--- src/rtl/sram_req_ctrl_pkg.sv ---
// Shared constants for the SRAM request controller: FSM encoding and width helpers.
package sram_req_ctrl_pkg;

   localparam logic [0:0] IDLE  = 1'b0;
   localparam logic [0:0] CLEAR = 1'b1;

   function automatic int addr_width(input int words);
      return (words > 1) ? $clog2(words) : 1;
   endfunction

   function automatic int be_width(input int data_width);
      return (data_width + 7) / 8;
   endfunction

endpackage

--- src/rtl/sram_rsp_fifo.sv ---
// Small response FIFO for read data; output comes straight from storage, so a push
// is never visible on data_o in the same cycle.
module sram_rsp_fifo #(
   parameter int DATA_WIDTH = 64,
   parameter int DEPTH      = 3,
   localparam int CW        = $clog2(DEPTH + 1)
) (
   input  logic                  clk,
   input  logic                  rst,
   input  logic                  push,
   input  logic                  pop,
   input  logic [DATA_WIDTH-1:0] wdata,
   output logic [DATA_WIDTH-1:0] data_o,
   output logic [CW-1:0]         count,
   output logic                  empty,
   output logic                  full
);

   localparam int PW = (DEPTH > 1) ? $clog2(DEPTH) : 1;

   logic [DATA_WIDTH-1:0] mem [DEPTH];
   logic [PW-1:0]         rd_ptr;
   logic [PW-1:0]         wr_ptr;
   logic                  do_push;
   logic                  do_pop;

   function automatic logic [PW-1:0] bump(input logic [PW-1:0] p);
      return (p == PW'(DEPTH - 1)) ? '0 : p + 1'b1;
   endfunction

   assign empty   = (count == '0);
   assign full    = (count == CW'(DEPTH));
   assign do_pop  = pop && !empty;
   assign do_push = push && (!full || do_pop);
   assign data_o  = mem[rd_ptr];

   always_ff @(posedge clk or posedge rst) begin
      if (rst) begin
         rd_ptr <= '0;
         wr_ptr <= '0;
         count  <= '0;
      end else begin
         if (do_push) wr_ptr <= bump(wr_ptr);
         if (do_pop)  rd_ptr <= bump(rd_ptr);
         case ({do_push, do_pop})
            2'b10:   count <= count + 1'b1;
            2'b01:   count <= count - 1'b1;
            default: count <= count;
         endcase
      end
   end

   // Payload storage needs no reset; count/pointers define what is valid.
   always_ff @(posedge clk) begin
      if (do_push) mem[wr_ptr] <= wdata;
   end

endmodule

--- src/rtl/sram_req_ctrl.sv ---
// Initiator-side controller for the single-port SRAM: request stream to macro port,
// credit-checked reads into a response FIFO, and a hardware zero-fill sweep.
module sram_req_ctrl
   import sram_req_ctrl_pkg::*;
#(
   parameter int DATA_WIDTH = 64,
   parameter int NUM_WORDS  = 1024,
   parameter int RSP_DEPTH  = 3,
   localparam int AW        = addr_width(NUM_WORDS),
   localparam int BW        = be_width(DATA_WIDTH)
) (
   input  logic                  clk_i,
   input  logic                  rst_i,
   input  logic                  req_valid_i,
   output logic                  req_ready_o,
   input  logic                  req_we_i,
   input  logic [AW-1:0]         req_addr_i,
   input  logic [DATA_WIDTH-1:0] req_wdata_i,
   input  logic [BW-1:0]         req_be_i,
   output logic                  rsp_valid_o,
   input  logic                  rsp_ready_i,
   output logic [DATA_WIDTH-1:0] rsp_rdata_o,
   input  logic                  clear_i,
   output logic                  busy_o,
   output logic                  clear_done_o,
   output logic                  sram_req_o,
   output logic                  sram_we_o,
   output logic [AW-1:0]         sram_addr_o,
   output logic [DATA_WIDTH-1:0] sram_wdata_o,
   output logic [BW-1:0]         sram_be_o,
   input  logic [DATA_WIDTH-1:0] sram_rdata_i
);

   localparam int            CW        = $clog2(RSP_DEPTH + 1);
   localparam logic [AW-1:0] LAST_ADDR = AW'(NUM_WORDS - 1);

   logic [0:0]    state;
   logic [AW-1:0] sweep_addr;
   logic          rd_inflight;
   logic          clear_done;
   logic [CW-1:0] fifo_count;
   logic          fifo_empty;
   logic          fifo_full;
   logic          idle;
   logic          credit_ok;
   logic          issue_rd;
   logic          pop;

   assign idle = (state == IDLE);

   // Credits come only from flops, so rsp_ready_i never reaches req_ready_o.
   assign credit_ok   = !fifo_full &&
                        ((int'(fifo_count) + int'(rd_inflight)) < RSP_DEPTH);
   assign req_ready_o = !rst_i && idle && (req_we_i || credit_ok);
   assign issue_rd    = idle && req_valid_i && req_ready_o && !req_we_i;

   assign rsp_valid_o  = !fifo_empty;
   assign pop          = rsp_valid_o && rsp_ready_i;
   assign busy_o       = (state == CLEAR);
   assign clear_done_o = clear_done;

   always_comb begin
      if (state == CLEAR) begin
         sram_req_o   = 1'b1;
         sram_we_o    = 1'b1;
         sram_addr_o  = sweep_addr;
         sram_wdata_o = '0;
         sram_be_o    = '1;
      end else begin
         sram_req_o   = req_valid_i && req_ready_o;
         sram_we_o    = req_we_i;
         sram_addr_o  = req_addr_i;
         sram_wdata_o = req_wdata_i;
         sram_be_o    = req_be_i;
      end
   end

   always_ff @(posedge clk_i or posedge rst_i) begin
      if (rst_i) begin
         state       <= IDLE;
         sweep_addr  <= '0;
         rd_inflight <= 1'b0;
         clear_done  <= 1'b0;
      end else begin
         clear_done  <= 1'b0;
         rd_inflight <= issue_rd;
         case (state)
            IDLE: begin
               if (clear_i) begin
                  state      <= CLEAR;
                  sweep_addr <= '0;
               end
            end
            CLEAR: begin
               // Compare against the last word so non-power-of-two depths stop in range.
               if (sweep_addr == LAST_ADDR) begin
                  state      <= IDLE;
                  sweep_addr <= '0;
                  clear_done <= 1'b1;
               end else begin
                  sweep_addr <= sweep_addr + 1'b1;
               end
            end
            default: state <= IDLE;
         endcase
      end
   end

   // Data from last cycle's read lands unconditionally; the credit check reserved the slot.
   sram_rsp_fifo #(
      .DATA_WIDTH(DATA_WIDTH),
      .DEPTH     (RSP_DEPTH)
   ) u_rsp_fifo (
      .clk   (clk_i),
      .rst   (rst_i),
      .push  (rd_inflight),
      .pop   (pop),
      .wdata (sram_rdata_i),
      .data_o(rsp_rdata_o),
      .count (fifo_count),
      .empty (fifo_empty),
      .full  (fifo_full)
   );

endmodule
--- config.mk ---
export PLATFORM = sky130hd
export DESIGN_NAME = sram_req_ctrl
export DESIGN_NICKNAME = d
export VERILOG_FILES = /design/src/rtl/sram_req_ctrl_pkg.sv /design/src/rtl/sram_rsp_fifo.sv /design/src/rtl/sram_req_ctrl.sv
export SDC_FILE = /design/constraint.sdc
export NUM_CORES = 1
export LEC_CHECK = 0
export BUFFER_PORTS_ARGS = -buffer_cell sky130_fd_sc_hd__buf_2
export CORE_MARGIN = 2
export CORE_UTILIZATION = 54
export DETAILED_ROUTE_END_ITERATION = 12
export PLACE_DENSITY_LB_ADDON = 0.15
export SLEW_MARGIN = 20
export SYNTH_ARGS = -nofsm -noshare
export SYNTH_HDL_FRONTEND = slang
export SYNTH_SLANG_ARGS = --single-unit
--- constraint.sdc ---
create_clock -name clk_i -period 17.6 [get_ports clk_i]
set_clock_uncertainty 0.15 [all_clocks]
set_input_delay 0.88 -clock clk_i [delete_from_list [all_inputs] [get_ports clk_i]]
set_output_delay 0.88 -clock clk_i [all_outputs]
set_load 0.1 [all_outputs]
## Word level (Yosys, flattened, before mapping)

Memory sizes are Yosys's and may differ from the RTL's.
Cells that the tools add are included.

- Reduce and logical (&&, ||, !) cells: 18
- Add/sub/neg operators: 6
- Eq/ne operators: 7
- Mux-type cells: 18
- Bitwise operators: 1
- Order comparisons: 1

Operator list:

| operator | count |
|---|---|
| $mux 64 | 1 |
| $mux 10 | 3 |
| $pmux 10 s2 | 1 |
| $add 10x1->10 const B | 1 |
| $eq 10x10->1 const B | 1 |
| $logic_and 1x1->1 | 10 |
| $eq 2x2->1 const B | 4 |
| $mux 1 | 8 |
| $mux 8 | 1 |
| $add 2x1->2 const B | 3 |
| $logic_not 1->1 | 4 |
| $mux 2 | 2 |
| $pmux 2 s2 | 1 |
| $add 2x1->3 | 1 |
| $lt 3x2->1 const B | 1 |
| $eq 2x1->1 const B | 1 |
| $logic_not 2->1 | 1 |
| $logic_or 1x1->1 | 2 |
| $ne 2x2->1 const B | 1 |
| $pmux 1 s2 | 1 |
| $reduce_bool 2->1 | 1 |
| $sub 2x1->2 const B | 1 |
| $not 1->1 | 1 |

- Logic and storage cells: 59
- Register bits: 19
- RAM bits: 192
- Output and inout bits: 152
- Memories kept: 1

Memories:

| memory | depth | bits a word | read ports | clocked after memory_dff | wr ports | RTL line | source |
|---|---|---|---|---|---|---|---|
| u_rsp_fifo.mem | 3 | 64 | 1 | 0 | 1 | sram_rsp_fifo.sv:21 | `logic [DATA_WIDTH-1:0] mem [DEPTH];` |

## Longest topological paths before layout

- Word-level depth: 8
- Gate-level depth with buffers: 6

## Modules after synthesis

A second synthesis with hierarchy kept.

- Cell total of the unflattened synthesis: 617
- Area, all modules: 8877.3 um2

By module, submodules not included:

| module | cells an instance | area an instance (um2) | instances | sequential area each (um2) |
|---|---|---|---|---|
| sram_rsp_fifo | 436 | 7473.4 | 1 | 5915.7 |
| sram_req_ctrl | 181 | 1403.8 | 1 | 325.3 |

## Least setup slack after synthesis

Ideal clock, no wire load.

- Path type: input to register
- Start point: input rsp_ready_i
- End point: memory u_rsp_fifo.mem[1][0] (enable)
- Required time: 16869 ps
- Stages on the path: 2
- Buffers on the path: 0
- Data arrival time: 5815 ps
- Setup slack: 11055 ps
- Cells stage by stage: o21ai_1 -> nor3b_1

- Cells in the longest elaborated chain, start to end: 6

RTL lines:

| element | RTL line | source |
|---|---|---|
| from (decl) | sram_req_ctrl.sv:21 | `input logic rsp_ready_i,` |
| $logic_and 1x1->1 | sram_req_ctrl.sv:58 | `assign pop = rsp_valid_o && rsp_ready_i;` |
| $logic_and 1x1->1 | sram_rsp_fifo.sv:33 | `assign do_pop = pop && !empty;` |
| $logic_or 1x1->1 | sram_rsp_fifo.sv:34 | `assign do_push = push && (!full \|\| do_pop);` |
| $logic_and 1x1->1 | sram_rsp_fifo.sv:34 |  |
| $mux 1 | sram_rsp_fifo.sv:55 | `if (do_push) mem[wr_ptr] <= wdata;` |
| $mux 1 (implied by the code) | sram_rsp_fifo.sv:55 |  |
| to (decl) | sram_rsp_fifo.sv:21 |  |

Every way passes these cells.

## Final worst setup path

- Start point: register u_rsp_fifo.count[0]
- End point: output sram_req_o

- Cells in the longest elaborated chain, start to end: 7

RTL lines:

| element | RTL line | source |
|---|---|---|
| from (decl) | sram_rsp_fifo.sv:14 | `output logic [CW-1:0] count,` |
| from (signal assigned) | sram_rsp_fifo.sv:46 | `2'b10: count <= count + 1'b1;` |
| from (signal assigned) | sram_rsp_fifo.sv:47 | `2'b01: count <= count - 1'b1;` |
| from (signal assigned) | sram_rsp_fifo.sv:48 | `default: count <= count;` |
| $add 2x1->3 or $eq 2x2->1 (tied branches) | sram_req_ctrl.sv:53, sram_rsp_fifo.sv:32 |  |
| $lt 3x2->1 or $logic_not 1->1 (tied branches) | sram_req_ctrl.sv:53, sram_req_ctrl.sv:52 |  |
| $logic_and 1x1->1 (*) | sram_req_ctrl.sv:52 | `assign credit_ok = !fifo_full &&` |
| $logic_or 1x1->1 (*) | sram_req_ctrl.sv:54 | `assign req_ready_o = !rst_i && idle && (req_we_i \|\| credit_ok);` |
| $logic_and 1x1->1 (*) | sram_req_ctrl.sv:54 |  |
| $logic_and 1x1->1 (*) | sram_req_ctrl.sv:70 | `sram_req_o = req_valid_i && req_ready_o;` |
| $mux 1 (*) | sram_req_ctrl.sv:63 | `if (state == CLEAR) begin` |
| to (decl) | sram_req_ctrl.sv:26 | `output logic sram_req_o,` |

Mark *: on every way between the ends. The rest lies on a longest branch, timed or not.

==> impl_metrics.csv <==
group,metric,value,unit
status,run_status,"completed",
placed_design,hpwl,14.5,mm
finish,drive_gt1_share,40.1,%
timing,grt_setup_unrepaired,"false",
floorplanning,std_cell_rows,46,
power,p_int,970,uW
finish,n_fill_cell,1174,
detailed_routing,ant_nets,0,
setup_path,critical_path.slowest_cell,"sky130_fd_sc_hd__or3b_2",
timing,setup-violations-final,0,
placed_design,pre_cts_ws,14.49,ns
setup_path,crit_chain,"ha_1 -> ha_1 -> a21oi_1 -> a21oi_1 -> or3b_2 -> nand2_1 -> buf_2",
global_route,vias_in_the_first_global_route,5630,
clock_network,cts_resized,0,
floorplanning,floorplan.die.height,131,um
timing,post-route-period-util,20.6,%
detailed_routing,vias,5928,
timing,worst_pin_slew,0.724,ns
synth,synth_fp_nets,761,
worst_hold_path,min-delay-path-class,"in2async",
clock_network,post_cts.repair.setup_buffers,0,
detailed_routing,wire_per_inst,18.4,um
power,share_of_power_burned_in_combinational_logic,46.4,%
timing,finalWorstPathRequiredPeriod,3.63,ns
power,net-switching-power,961,uW
power,power-per-cell-area,175,nW/um^2
setup_path,worst_path_largest_cell_delay,0.45,ns
synth,number_of_instances_in_the_synthesized_netlist,605,
power,total_leakage_power,4.50,nW
detailed_routing,detail_route.drc_violations,0,
clock_network,max-clock-path-buffers,3,
synth,postSynthAreaPerCell,14.3,um^2
power,design_power_total,1.93,mW
detailed_routing,drtPass1Iterations,6,
detailed_routing,totalWireLength,20.8,mm
synth,synth.yosys.seq_area_share,72.0,%
setup_path,critical_path_end_type,"output port",
floorplanning,die_area,17100,um^2
finish,num-nets-final,1060,
clock_network,cts.sink_count,211,
clock_network,cts-hold-fix-buffers,0,
clock_network,clock_tree_from_tritoncts,"built",
job,max_capacitance_violation_total,0,
timing,max_slew_margin_vs_limit,51.6,%
global_route,pin_count_of_the_biggest_net_entering_global_routing,131,
timing,setup_tns,0,ns
setup_path,setup.worst_path.class,"reg2out",
placed_design,buffer_ports.inserted,303,
finish,final-seq-area,6250,um^2
finish,syn_to_final_growth,27.6,%
power,pwr-share-seq,32.0,%
synth,synthDistinctLibCells,34,
timing,worst_slack,13.97,ns
setup_path,critical_path_arrival,2.60,ns
timing,holdWs,0.380,ns
power,clock_power_share,21.6,%
finish,area_of_combinational_cells_with_multiple_inputs,2250,um^2
timing,finalHoldViolCount,0,
detailed_routing,per_cell_via_count_in_the_routed_design,5.23,
power,ir_worst_vdd,176,uV
synth,ys_ff_latch,211,
floorplanning,core_area,15800,um^2
floorplanning,dieWidth,131,um
setup_path,worst-path-max-fanout,6,
clock_network,root_buffer,"sky130_fd_sc_hd__clkbuf_16",
placed_design,gp_congestion,0.797,
setup_path,required,16.57,ns
timing,timing.final.max_slew_violations,0,
detailed_routing,dr.first_iter.drc_count,442,
global_route,grt-ovfl-total,0,
synth,netlist_area,8670,um^2
clock_network,clock_network_latency_to_the_later_pin_of_the_worst_skew_pair,0.48,ns
global_route,grt_util_all_layers,22.6,%
power,power.switching_fraction,49.8,%
synth,yosys_warnings,0,
setup_path,crit-reg2reg-launch,"u_rsp_fifo.count[0]",
global_route,grt_pass1_wl,29.3,mm
setup_path,setup.worst_path.start,"u_rsp_fifo.count[0]",
clock_network,h_tree_levels,1,
floorplanning,starting_density_of_the_core,55.0,%
clock_network,cts_inserted_buffers,21,
floorplanning,ios,304,
setup_path,cp-start-kind,"flip-flop",
timing,achievable-frequency,0.276,GHz
global_route,grt_antenna_before_repair,2,
clock_network,cts.reportedPaths.clkPinSlew,0.06,ns
[sequential cells by signal (all words and copies together) (netlist names)]
| register | count |
|---|---|
| u_rsp_fifo.mem | 192 |
| sweep_addr | 10 |
| u_rsp_fifo.count | 2 |
| u_rsp_fifo.rd_ptr | 2 |
| u_rsp_fifo.wr_ptr | 2 |
| busy_o | 1 |
| clear_done_o | 1 |
| rd_inflight | 1 |
[metrics by stage]
stage	instance area [um^2]	std cells	utilization, %
floorplan	8670	605	-
global placement	10400	1095	65.7
detailed placement	10400	1096	65.9
CTS	11000	1132	69.9
global route	11100	1133	70.1
finish	11100	1134	70.1
[Yosys cell counts]
master                       n  area [um^2]
sky130_fd_sc_hd__edfxtp_1  192         5770
sky130_fd_sc_hd__nand2_1    78          293
sky130_fd_sc_hd__o21ai_0    77          385
sky130_fd_sc_hd__mux2i_1    65          651
sky130_fd_sc_hd__nor2b_1    64          400
sky130_fd_sc_hd__clkbuf_1   21         78.8
sky130_fd_sc_hd__dfrtp_1    19          475
sky130_fd_sc_hd__mux2_2     10          113
sky130_fd_sc_hd__or2_2      10         62.6
sky130_fd_sc_hd__buf_4       8         60.1
sky130_fd_sc_hd__nor2_1      8         30.0
sky130_fd_sc_hd__buf_2       7         35.0
sky130_fd_sc_hd__a21oi_1     6         30.0
sky130_fd_sc_hd__inv_1       5         18.8
sky130_fd_sc_hd__ha_1        4         50.1
sky130_fd_sc_hd__nand4_1     4         25.0
sky130_fd_sc_hd__nor3_1      4         20.0
sky130_fd_sc_hd__nand3_1     3         15.0
sky130_fd_sc_hd__a21o_1      2         15.0
sky130_fd_sc_hd__nor3b_1     2         15.0
sky130_fd_sc_hd__nor4_1      2         12.5
sky130_fd_sc_hd__xnor2_1     2         17.5
sky130_fd_sc_hd__a211o_1     1         8.76
sky130_fd_sc_hd__a31oi_1     1         6.26
sky130_fd_sc_hd__a41o_2      1         11.3
sky130_fd_sc_hd__and3_4      1         11.3
sky130_fd_sc_hd__and4_1      1         8.76
sky130_fd_sc_hd__nand3b_1    1         7.51
sky130_fd_sc_hd__nor3_2      1         10.0
sky130_fd_sc_hd__o21ai_1     1         5.00
sky130_fd_sc_hd__o41ai_1     1         8.76
sky130_fd_sc_hd__or3_1       1         6.26
sky130_fd_sc_hd__or3b_2      1         8.76
sky130_fd_sc_hd__xor2_1      1         8.76
[area by class of cell]
class                      count  share of cell area, %
clock inverter                12                  0.950
multi-input combinational    353                   20.4
antenna                        1                 0.0226
clock buffer                  24                   4.85
sequential                   211                   56.5
tap                          216                   2.44
timing repair buffer         312                   14.7
inverter                       5                  0.170
[per-layer routing]
layer	wire (um)	part of all wire [%]	up-vias	track usage, %
met5	13	0.062	-	0
li1	-	-	2806	-
met1	8540	41	2874	30.3
met3	1660	8.0	25	5.86
met2	10400	50	221	38.0
met4	235	1.1	2	4.63
[cells in the final DEF, fill, tap and decap left out, drive strengths merged, types with 9 or more instances in the layout]
cell type / n
dfrtp: 19
nor2b: 64
or2: 10
mux2: 10
edfxtp: 192
o21ai: 78
clkbuf: 24
buf: 312
nand2: 78
clkinv: 9
mux2i: 65
[worst max-delay path: cells and delay by family, from the launching register on]
family / cells / cell delay, ns
and+or+nand+nor: 2 / 0.53
adders and majority gates: 2 / 0.48
DFF: 1 / 0.44
AOI/OAI and AO/OA: 2 / 0.23
buffers and inverters: 1 / 0.43
[kinds of logic after synthesis]
logic type	count (synthesis)	synth area share (%)
AOI/OAI and AO/OA	90	5.43
xor gates and xnor gates	3	0.303
adders and majority gates	4	0.577
buffers and inverters	41	2.22
DFF	211	72.0
muxes	75	8.80
and+or+nand+nor	181	10.7
[power groups by stage]
stage,clock network (mW),registers [mW],logic [mW]
floorplan,0,0.584,0.803
global placement,0,0.666,0.841
detailed placement,0,0.648,0.873
CTS,0.425,0.637,0.875
global route,0.448,0.623,0.930
finish,0.417,0.617,0.896
[worst paths after layout]
path / to / slack (ns) / cells past startpoint
min: u_rsp_fifo.count[0] / 0.38 / 2
max in group asynchronous: u_rsp_fifo.rd_ptr[0] / 16.39 / 2
min in group clk_i: sweep_addr[9] / 0.39 / 2
min reg2reg: sweep_addr[9] / 0.39 / 2
max: sram_req_o / 13.97 / 7
max reg2reg: u_rsp_fifo.mem[1][39] / 15.48 / 4
Note: power is estimated with default switching activity, not from simulation.
